$ cat src/rtl/mem_port_arbiter.sv
// Two-requester arbiter (instruction fetch I, load/store D) for a single memory-controller port.
// It grants round-robin on ties, holds the port stable until mem_ready, and aborts hung accesses with a watchdog.
module mem_port_arbiter #(
  parameter int DATA_WIDTH     = 32,
  parameter int ADDR_WIDTH     = 17,
  parameter int TIMEOUT_CYCLES = 64
) (
  input  logic                  clk,
  input  logic                  reset,
  input  logic                  i_req,
  input  logic [ADDR_WIDTH-1:0] i_addr,
  output logic [DATA_WIDTH-1:0] i_rdata,
  output logic                  i_ready,
  output logic                  i_err,
  input  logic                  d_req,
  input  logic                  d_we,
  input  logic [2:0]            d_size,
  input  logic [ADDR_WIDTH-1:0] d_addr,
  input  logic [DATA_WIDTH-1:0] d_wdata,
  output logic [DATA_WIDTH-1:0] d_rdata,
  output logic                  d_ready,
  output logic                  d_err,
  output logic                  mem_write,
  output logic [2:0]            mem_size,
  output logic [ADDR_WIDTH-1:0] mem_addr,
  output logic [DATA_WIDTH-1:0] mem_wdata,
  input  logic [DATA_WIDTH-1:0] mem_rdata,
  input  logic                  mem_ready
);

  localparam int CNT_W = (TIMEOUT_CYCLES > 2) ? $clog2(TIMEOUT_CYCLES) : 1;
  localparam logic [CNT_W-1:0] CNT_LAST  = CNT_W'(TIMEOUT_CYCLES - 1);
  localparam logic [2:0]       SIZE_IDLE = 3'b111;
  localparam logic [2:0]       SIZE_WORD = 3'b010;

  typedef enum logic [1:0] {IDLE, BUSY_I, BUSY_D} state_t;
  typedef enum logic {GRANT_I, GRANT_D} grant_t;

  state_t           state, next_state;
  grant_t           last_grant;
  logic [CNT_W-1:0] wd_cnt;
  logic             i_elig, d_elig;
  logic             grant_i, grant_d;
  logic             complete, abort;

  // A requester that just saw its ready pulse is masked for one cycle so its
  // still-held req is not mistaken for a new access.
  assign i_elig = i_req && !i_ready;
  assign d_elig = d_req && !d_ready;

  // NOTE: sequential state uses non-blocking (<=) so every register samples
  // pre-edge values; blocking here would create order-dependent races.
  always_ff @(posedge clk) begin
    if (reset) state <= IDLE;
    else       state <= next_state;
  end

  // NOTE: every signal gets a default before the case, so no path leaves one
  // unassigned and no latch is inferred.
  always_comb begin
    next_state = state;
    grant_i    = 1'b0;
    grant_d    = 1'b0;
    complete   = 1'b0;
    abort      = 1'b0;
    case (state)
      IDLE: begin
        if (i_elig && d_elig) begin
          grant_d = (last_grant == GRANT_I);
          grant_i = (last_grant == GRANT_D);
        end else begin
          grant_i = i_elig;
          grant_d = d_elig;
        end
        if (grant_i)      next_state = BUSY_I;
        else if (grant_d) next_state = BUSY_D;
      end
      BUSY_I, BUSY_D: begin
        if (mem_ready) begin
          complete   = 1'b1;
          next_state = IDLE;
        end else if (wd_cnt == CNT_LAST) begin
          abort      = 1'b1;
          next_state = IDLE;
        end
      end
      default: next_state = IDLE;
    endcase
  end

  always_ff @(posedge clk) begin
    if (reset) begin
      last_grant <= GRANT_I;
      wd_cnt     <= '0;
      mem_write  <= 1'b0;
      mem_size   <= SIZE_IDLE;
      mem_addr   <= '0;
      mem_wdata  <= '0;
      i_rdata    <= '0;
      i_ready    <= 1'b0;
      i_err      <= 1'b0;
      d_rdata    <= '0;
      d_ready    <= 1'b0;
      d_err      <= 1'b0;
    end else begin
      i_ready <= 1'b0;
      i_err   <= 1'b0;
      d_ready <= 1'b0;
      d_err   <= 1'b0;

      if (grant_i) begin
        last_grant <= GRANT_I;
        mem_addr   <= i_addr;
        mem_size   <= SIZE_WORD;
        mem_write  <= 1'b0;
        mem_wdata  <= '0;
      end else if (grant_d) begin
        last_grant <= GRANT_D;
        mem_addr   <= d_addr;
        mem_size   <= d_size;
        mem_write  <= d_we;
        mem_wdata  <= d_wdata;
      end

      if (complete || abort) begin
        wd_cnt    <= '0;
        mem_write <= 1'b0;
        mem_size  <= SIZE_IDLE;
        mem_addr  <= '0;
        mem_wdata <= '0;
        if (state == BUSY_I) begin
          i_ready <= 1'b1;
          i_err   <= abort;
          i_rdata <= complete ? mem_rdata : '0;
        end else begin
          d_ready <= 1'b1;
          d_err   <= abort;
          // A store returns no data; only a completed load captures the bus.
          d_rdata <= (complete && !mem_write) ? mem_rdata : '0;
        end
      end else if (state != IDLE) begin
        wd_cnt <= wd_cnt + CNT_W'(1);
      end
    end
  end

endmodule

$ cat config.mk
export PLATFORM = sky130hd
export DESIGN_NAME = mem_port_arbiter
export DESIGN_NICKNAME = d
export VERILOG_FILES = /design/src/rtl/mem_port_arbiter.sv
export SDC_FILE = /design/constraint.sdc
export NUM_CORES = 1
export LEC_CHECK = 0
export CAP_MARGIN = 20
export CORE_MARGIN = 3
export CORE_UTILIZATION = 48
export CTS_CLUSTER_DIAMETER = 100
export DETAILED_ROUTE_END_ITERATION = 8
export DONT_BUFFER_PORTS = 1
export SYNTH_ARGS = -nofsm -noshare
export SYNTH_HDL_FRONTEND = slang
export SYNTH_SLANG_ARGS = --single-unit
$ cat constraint.sdc
create_clock -name clk -period 2.3 [get_ports clk]
set_input_delay 0.23 -clock clk [delete_from_list [all_inputs] [get_ports clk]]
set_output_delay 0.23 -clock clk [all_outputs]
set_load 0.005 [all_outputs]
==> results of run 1 <==
flip-flops by register name (all words and copies together) (netlist names):
name / cells
d_rdata: 32
mem_size: 3
mem_wdata: 32
d_ready: 1
mem_addr: 17
d_err: 1
state: 2
i_ready: 1
i_rdata: 32
last_grant: 1
mem_write: 1
wd_cnt: 6
i_err: 1
repair_timing:
action | CTS | global route
hold buffers | 106 | 0
hold endpoints to repair | 124 | 0
resized for setup | 0 | 0
per-layer routing:
layer	global-route usage, %	vias up	wire, um
met3	9.51	14	1390
met5	0	-	0
met4	9.68	0	174
met2	40.3	200	6900
li1	-	2029	-
met1	27.8	2002	5440
final cells by class:
type | instances | area share, %
tap | 133 | 2.51
timing repair buffer | 119 | 18.1
clock inverter | 14 | 3.04
clock buffer | 18 | 6.31
inverter | 3 | 0.170
sequential | 130 | 39.3
multi-input combinational | 346 | 30.5
synthesized netlist by cell type (all sizes together), types with 2 or more instances:
cell type,count
a21o,2
a21oi,54
a221o,2
a22o,14
a22oi,32
a31oi,2
and3,2
buf,28
clkbuf,14
dfxtp,130
ha,3
inv,3
nand2,88
nand2b,3
nand3,21
nand3b,2
nand4b,2
nor2,44
nor3,34
nor4,2
o21ai,2
o22ai,18
xnor2,2
xor2,3
per-stage QoR:
stage | total power, W | instance area [um^2] | hold WS, ps | setup WS, ps
6_report | 0.00627 | 6620 | 47.7 | 327
5_1_grt | 0.00653 | 6620 | 49.5 | 213
4_1_cts | 0.00631 | 6620 | 26.0 | 336
3_5_place_dp | 0.00332 | 4920 | 311 | 334
3_3_place_gp | 0.00329 | 4920 | 307 | 400
2_1_floorplan | 0.00318 | 4870 | 354 | 613
logic make-up after synthesis:
| group | synth area share (%) |
|---|---|
| AOI/OAI and AO/OA | 20.7 |
| xor gates and xnor gates | 0.899 |
| adders and majority gates | 0.770 |
| buffers and inverters | 5.29 |
| DFF | 53.4 |
| muxes | 0.205 |
| and+or+nand+nor | 18.7 |
placed cells by master, fill, tap and decap left out, types with 2 or more instances in the layout:
master         netlist  layout
a21o_1               2       2
a21oi_1             22      22
a21oi_2             32      31
a221o_1              2       2
a22o_1              14      14
a22oi_1             32      32
a31oi_1              2       2
buf_12               0       2
buf_4                4      11
bufinv_16            0       4
clkbuf_16            0      16
clkinv_4             0       2
clkinvlp_4           0       2
dfxtp_1            130     130
dlygate4sd3_1        0     105
ha_1                 3       3
inv_1                3       3
inv_6                0       5
nand2_1             88      88
nand2b_1             3       3
nand3_1             21      21
nand3b_1             2       2
nand4b_1             2       2
nor2_1              42      42
nor3_1              34      34
o21ai_0              2       2
o22ai_1             17      17
xnor2_1              2       2
xor2_1               3       3
worst max-delay path: stages, from the launching register on:
cell     delay, ps
dfxtp_1        330
ha_1           230
and3_4         200
a31o_1         240
a21o_1         470
a221o_1        390
power by group through the flow:
stage                     Sequential (W)  Combinational, W  Clock [W]
after floorplan                  0.00257          0.000611          0
after global placement           0.00261          0.000676          0
after detailed placement         0.00261          0.000706          0
after CTS                        0.00257          0.000881    0.00286
after global routing             0.00259          0.000983    0.00296
final                            0.00257          0.000896    0.00281
worst min path at each step:
stage | start | to | slack (ps) | depth (start not counted)
after floorplan | d_size[1] | mem_size[1]$_SDFFE_PP1P_ | 350 | 2
after global placement | reset | d_rdata[5]$_SDFFE_PP0P_ | 310 | 1
after detailed placement | reset | i_ready$_SDFF_PP0_ | 310 | 1
after CTS | reset | d_rdata[7]$_SDFFE_PP0P_ | 30 | 2
after global routing | i_req | state[0]$_SDFFE_PP0P_ | 50 | 3
final | reset | d_rdata[5]$_SDFFE_PP0P_ | 50 | 2
==> flow_summary.toml, run 1 <==
[outcome]
run_status = "completed"

[drt]
route.detailed.vias_per_inst = 5.56
drt_first_iter_violations = 264
drtAntennaViolNets = 0
remaining_design_rule_violation_count = 0
route.vias.total = 4245
detail_route.wirelength_um = 13900
wl_per_cell_um = 18.2
detail_route.first_pass.iterations = 4

[place]
gp_congestion = 0.736
post-dp-hpwl_um = 8350
port_buffers = 0
dp.cells = 625

[finish]
final_cell_count_without_fillers = 763
nNetsFinal = 727
area_delta_synth_final_pct = 35.9
register_area_mm2 = 0.00260
n_fill_cell = 751
multi_input_comb_area_mm2 = 0.00202
insertedDiodeCount = 0
finalCoreUtilization_pct = 67.4
drive_gt1_share_pct = 13.3

[power_and_ir_drop]
seq_power_share_pct = 41.0
p_sw_w = 0.00169
clockPowerShare_pct = 44.8
power_density_over_the_cells_mw_per_mm2 = 947
cell_internal_pwr_w = 0.00459
switching_share_pct = 26.9
comb_power_share_pct = 14.3
static_power_due_to_leakage_nw = 2.39
ir_worst_vdd_uv = 410

[worst_setup_path]
critPathArrivalTime_ps = 2370
end_kind = "register"
required_time_worst_endpoint_ps = 2700
worstSetupStartpoint = "wd_cnt[0]$_SDFFE_PP0N_"
startpoint_type = "register"
crit-reg2reg-capture = "mem_size[0]$_SDFFE_PP1P_"
reg2regPathDepth = 5
startpoint_of_the_worst_register_to_register_path = "wd_cnt[0]$_SDFFE_PP0N_"
setup.reg_to_reg.worst_slack_ps = 330
critical_path_peak_fanout = 25
capture_point_of_the_worst_path = "mem_size[0]$_SDFFE_PP1P_"
timing.setup.critical_path_class = "reg -> reg"

[synthesis]
yosys_most_used_dff = "dfxtp_1"
synth_area_mm2 = 0.00487
ys_seq_area_share_pct = 53.4
post_synth_main_area_contributors = "dfxtp_1, nand2_1, a21oi_2"
synth.net_count = 631
post-synth-top-area-fraction_pct = 53.4
yosysWarningCount = 0
count_of_distinct_cell_types_in_the_synthesized_netlist = 46
postSynthAreaPerCell_um2 = 9.36
yosys_register_bits = 130
post_synth_edffs = 0
ys_async_sr_fraction_pct = 0
synth.largest_area_cell = "dfxtp_1"
syn-instance-count = 521

[sta]
rsz_0062_raised_after_global_routing = "false"
slew_viol_final = 0
setup_viol = 0
tightest_slew_ps = 823
post-route-period-util_pct = 85.8
fin_worst_skew_ps = 13.4
fmax_mhz = 507
tns_ps = 0
hold_viol = 0
maxSlewHeadroom_pct = 45.1
finalWorstPathRequiredPeriod_ps = 1970

[die]
floorplan.rows = 36
die-area_mm2 = 0.0114
fp.dieH_um = 107
initial_utilization_pct = 49.6
top_level_ports = 228
floorplan.core_area_mm2 = 0.00982
die_width_um = 107

[clock_network]
clock-root-buffer = "clkbuf_8"
htree_num_levels = 4
insertion_delay_of_the_later_clocked_pin_in_the_worst_skew_pair_ps = 510
post_cts_buffers = 0
total_clock_sinks = 130
numCtsBuffers = 17
cts_clock_pin_slew_for_the_worst_setup_and_hold_paths_ps = 60
cts_tree = "built"
clk_path_buf_depth = 2

[grt]
track_usage_pct = 24.2
grt_pass1_wl_um = 22000
antenna_violations_before_repair = 0
pin_count_of_the_biggest_net_entering_global_routing = 59
grt_overflow = 0
number_of_global_route_vias_before_repair = 4391

[flow_run]
maxCapViolations = 0

[hold_path]
min-delay-path-class = "in -> reg"
(Power assumes the default switching activity.)
==> run 2, diff against run 1 <==
--- a/config.mk
+++ b/config.mk
@@ -11,6 +11,7 @@
 export CTS_CLUSTER_DIAMETER = 100
 export DETAILED_ROUTE_END_ITERATION = 8
 export DONT_BUFFER_PORTS = 1
+export RECOVER_POWER = 100
 export SYNTH_ARGS = -nofsm -noshare
 export SYNTH_HDL_FRONTEND = slang
 export SYNTH_SLANG_ARGS = --single-unit
==> flow_summary.toml, run 2 (synthesis results as in run 1) <==
[sta]
rsz_0062_raised_after_global_routing = "false"
slew_viol_final = 0
setup_viol = 0
maxSlewHeadroom_pct = 44.7
tightest_slew_ps = 830
post-route-period-util_pct = 89.9
tns_ps = 0
hold_viol = 0
fmax_mhz = 483
finalWorstPathRequiredPeriod_ps = 2070
fin_worst_skew_ps = 18.2

[outcome]
run_status = "completed"

[finish]
insertedDiodeCount = 0
nNetsFinal = 727
final_design_instance_area_without_fill_mm2 = 0.00653
n_fill_cell = 777
final_cell_count_without_fillers = 763
register_area_mm2 = 0.00260
multi_input_comb_area_mm2 = 0.00193
biggestRegsByFlops = "d_rdata: 32 flops, i_rdata: 32 flops, mem_wdata: 32 flops"
finalCoreUtilization_pct = 66.5
drive_gt1_share_pct = 10.3
area_delta_synth_final_pct = 33.9
most-common-layout-cells = "dfxtp_1, dlygate4sd3_1, nand2_1"
final_common_cell = "dfxtp_1"

[place]
postPlaceCellArea_mm2 = 0.00492
post-dp-hpwl_um = 8350
gp_congestion = 0.736
port_buffers = 0
dp.cells = 625

[clock_network]
htree_num_levels = 4
cts.repair.resized = 0
clk_path_buf_depth = 2
clock-root-buffer = "clkbuf_8"
post_cts_buffers = 0
numCtsBuffers = 17
insertion_delay_of_the_later_clocked_pin_in_the_worst_skew_pair_ps = 520
cts_tree = "built"
total_clock_sinks = 130
cts-hold-fix-buffers = 106
cts_clock_pin_slew_for_the_worst_setup_and_hold_paths_ps = 60

[worst_setup_path]
startpoint_type = "register"
timing.setup.critical_path_class = "reg -> reg"
critPathArrivalTime_ps = 2510
required_time_worst_endpoint_ps = 2750
reg2regPathDepth = 6
end_kind = "register"
critical_path_peak_fanout = 14

[grt]
antenna_violations_before_repair = 0
track_usage_pct = 24.2
number_of_global_route_vias_before_repair = 4391
grt_pass1_wl_um = 22000
grt_overflow = 0
pin_count_of_the_biggest_net_entering_global_routing = 59

[die]
floorplan.rows = 36
die-area_mm2 = 0.0114
initial_utilization_pct = 49.6
fp.dieH_um = 107
die_width_um = 107
floorplan.core_area_mm2 = 0.00982
top_level_ports = 228

[drt]
highest-signal-layer = "met4"
met3_length_um = 1270
remaining_design_rule_violation_count = 0
route.vias.total = 4251
drt_first_iter_violations = 257
dr_wl_met2_um = 6890
drtAntennaViolNets = 0
wl_per_cell_um = 18.4
detail_route.first_pass.iterations = 4
met1Wirelength_um = 5640
route.detailed.vias_per_inst = 5.57
detail_route.wirelength_um = 14000

[power_and_ir_drop]
power_density_over_the_cells_mw_per_mm2 = 955
static_power_due_to_leakage_nw = 2.39
ir_worst_vdd_uv = 408

[hold_path]
min-delay-path-class = "in -> reg"
hold_depth = 2

[flow_run]
maxCapViolations = 0
==> run 2: cell types whose count changed in the layout (fill, tap and decap cells not counted), sizes merged <==
cell	change
buf	-2
clkbuf	+2
==> run 2: through the flow <==
stage / hold slack (ps) / worst slack [ps] / power [W]
after floorplan: 354 / 613 / 0.00318
after global placement: 307 / 400 / 0.00329
after detailed placement: 311 / 334 / 0.00332
after CTS: 26.0 / 336 / 0.00631
after global routing: 49.5 / 149 / 0.00650
final: 43.4 / 232 / 0.00623
==> run 2: path summary, 6_finish.rpt <==
| check | start | end | slack [ps] |
|---|---|---|---|
| max reg2reg | state[0]$_SDFFE_PP0P_ | d_rdata[23]$_SDFFE_PP0P_ | 230 |
| max | state[0]$_SDFFE_PP0P_ | d_rdata[23]$_SDFFE_PP0P_ | 230 |
| min reg2reg | d_rdata[7]$_SDFFE_PP0P_ | d_rdata[7]$_SDFFE_PP0P_ | 480 |
| min | reset | d_rdata[5]$_SDFFE_PP0P_ | 40 |
==> run 2: final cells by class <==
| type | instances | area share (%) |
|---|---|---|
| Timing Repair Buffer | 119 | 18.3 |
| Sequential cell | 130 | 39.9 |
| Inverter | 3 | 0.173 |
| Clock inverter | 14 | 3.09 |
| Tap cell | 133 | 2.55 |
| Clock buffer | 18 | 6.40 |
| Multi-Input combinational cell | 346 | 29.6 |
==> run 2: worst max-delay path, stage by stage (launching register included) <==
cell and delay (ps):
dfxtp_1 330, inv_1 60, ha_1 380, nand2_1 200, o22ai_2 190, nor2_2 600
a22o_1 230
==> run 2: power by group <==
part           leakage, nW  internal [W]  total, W  switching (W)
Combinational         1.03      0.000370  0.000863       0.000493
Sequential            1.06       0.00242   0.00257       0.000145
Clock                0.297       0.00178   0.00280        0.00102
==> run 2: per-layer routing <==
layer  vias to the layer above  global-route usage (%)
met3                        20                    9.51
met2                       193                    40.3
li1                       2026                       -
met4                         0                    9.68
met5                         -                       0
met1                      2012                    27.8
==> run 3, diff against run 2 <==
--- a/config.mk
+++ b/config.mk
@@ -6,12 +6,13 @@
 export NUM_CORES = 1
 export LEC_CHECK = 0
 export CAP_MARGIN = 20
-export CORE_MARGIN = 3
+export CORE_MARGIN = 2
 export CORE_UTILIZATION = 48
 export CTS_CLUSTER_DIAMETER = 100
 export DETAILED_ROUTE_END_ITERATION = 8
 export DONT_BUFFER_PORTS = 1
 export RECOVER_POWER = 100
+export SLEW_MARGIN = 20
 export SYNTH_ARGS = -nofsm -noshare
 export SYNTH_HDL_FRONTEND = slang
 export SYNTH_SLANG_ARGS = --single-unit
==> flow_summary.toml, run 3 (synthesis results as in run 1) <==
[worst_setup_path]
end_kind = "register"
reg2regPathDepth = 7
capture_point_of_the_worst_path = "i_rdata[24]$_SDFFE_PP0P_"
required_time_worst_endpoint_ps = 2740
critPathArrivalTime_ps = 2540
startpoint_of_the_worst_register_to_register_path = "state[0]$_SDFFE_PP0P_"
worstSetupStartpoint = "state[0]$_SDFFE_PP0P_"
setup.reg_to_reg.worst_slack_ps = 200
critical_path_peak_fanout = 33
timing.setup.critical_path_class = "reg -> reg"
startpoint_type = "register"
crit-reg2reg-capture = "i_rdata[24]$_SDFFE_PP0P_"

[drt]
detail_route.first_pass.iterations = 4
detail_route.wirelength_um = 13500
remaining_design_rule_violation_count = 0
route.detailed.vias_per_inst = 5.68
route.vias.total = 4319
drt_first_iter_violations = 255
wl_per_cell_um = 17.7
drtAntennaViolNets = 0

[sta]
rsz_0062_raised_after_global_routing = "false"
tns_ps = 0
post-route-period-util_pct = 91.3
fmax_mhz = 476
tightest_slew_ps = 844
hold_slack_ps = 23.9
setup_viol = 0
slew_viol_final = 0
hold_viol = 0
finalWorstPathRequiredPeriod_ps = 2100
fin_worst_skew_ps = 8.13
maxSlewHeadroom_pct = 43.7
post-route-worst-setup-slack_ps = 199

[grt]
number_of_global_route_vias_before_repair = 4241
grt_pass1_wl_um = 21200
antenna_violations_before_repair = 0
pin_count_of_the_biggest_net_entering_global_routing = 59
track_usage_pct = 23.9
grt_overflow = 0

[clock_network]
cts_clock_pin_slew_for_the_worst_setup_and_hold_paths_ps = 60
cts_tree = "built"
cts-hold-fix-buffers = 105
numCtsBuffers = 17
htree_num_levels = 4
insertion_delay_of_the_later_clocked_pin_in_the_worst_skew_pair_ps = 510
post_cts_buffers = 0
clk_path_buf_depth = 2
clock-root-buffer = "clkbuf_8"
total_clock_sinks = 130
cts.repair.resized = 0

[finish]
insertedDiodeCount = 0
final_common_cell = "dfxtp_1"
biggestRegsByFlops = "d_rdata: 32 flops, i_rdata: 32 flops, mem_wdata: 32 flops"
area_delta_synth_final_pct = 33.3
final_design_instance_area_without_fill_mm2 = 0.00650
n_fill_cell = 789
most-common-layout-cells = "dfxtp_1, dlygate4sd3_1, nand2_1"
nNetsFinal = 724
drive_gt1_share_pct = 10.8

[die]
floorplan.core_area_mm2 = 0.00982
die-area_mm2 = 0.0110
floorplan.rows = 36
top_level_ports = 228
initial_utilization_pct = 49.6
die_width_um = 105
fp.dieH_um = 105

[place]
gp_congestion = 0.722
post-dp-hpwl_um = 7740
dp_worst_setup_slack_ps = 247
postPlaceCellArea_mm2 = 0.00490
port_buffers = 0

[flow_run]
maxCapViolations = 0

[hold_path]
hold_start = "d_req"
min-delay-path-class = "in -> reg"

[outcome]
run_status = "completed"

[power_and_ir_drop]
ir_worst_vdd_uv = 563
static_power_due_to_leakage_nw = 2.36
power_density_over_the_cells_mw_per_mm2 = 942
finalPower_w = 0.00612
[run 3: cell types whose count changed in the layout (fill, tap and decap cells not counted), sizes merged]
cell and delta:
bufinv -1, buf -1, clkinvlp +1, dlygate4sd3 -1, clkbuf +1, clkinv +3
inv -5
[run 3: metal layers]
layer / GRT usage [%] / share of wire [%] / vias to the layer above / wire [um]
met1: 27.5 / 39 / 2012 / 5270
met4: 11.3 / 2.0 / 0 / 265
met5: 0 / 0 / - / 0
met2: 39.6 / 49 / 258 / 6560
met3: 8.30 / 10 / 27 / 1380
li1: - / - / 2022 / -
[run 3: worst min-delay path by stage]
stage | end | cells past startpoint
global route | last_grant$_SDFFE_PP0P_ | 2
global placement | d_rdata[5]$_SDFFE_PP0P_ | 1
detailed placement | d_rdata[5]$_SDFFE_PP0P_ | 1
finish | last_grant$_SDFFE_PP0P_ | 2
floorplan | mem_size[1]$_SDFFE_PP1P_ | 2
CTS | last_grant$_SDFFE_PP0P_ | 2
[run 3: cell type report]
type                       count  area (um^2)  area share [%]
clock inverter                12          158            2.43
timing repair buffer         116         1150            17.8
clock buffer                  20          445            6.86
sequential                   130         2600            40.1
tap                          133          166            2.56
multi-input combinational    346         1960            30.2
inverter                       3         11.3           0.173
[run 3: critical path, stage by stage, from the launching register on]
cell and delay, ps:
dfxtp_1 330, inv_1 60, ha_1 380, and4_1 240, a21oi_2 120, clkbuf_2 590, a22oi_1 140, nor2_1 140
[run 3: where the power goes]
| part | switching, W | internal (W) | leakage, nW |
|---|---|---|---|
| Clock | 0.000985 | 0.00171 | 0.287 |
| Sequential | 0.000146 | 0.00242 | 1.06 |
| Combinational | 0.000492 | 0.000366 | 1.02 |
[run 3: stage by stage]
stage	std cells	utilization, %
global route	760	66.2
detailed placement	623	49.9
finish	760	66.2
floorplan	521	-
global placement	623	49.9
CTS	760	66.8
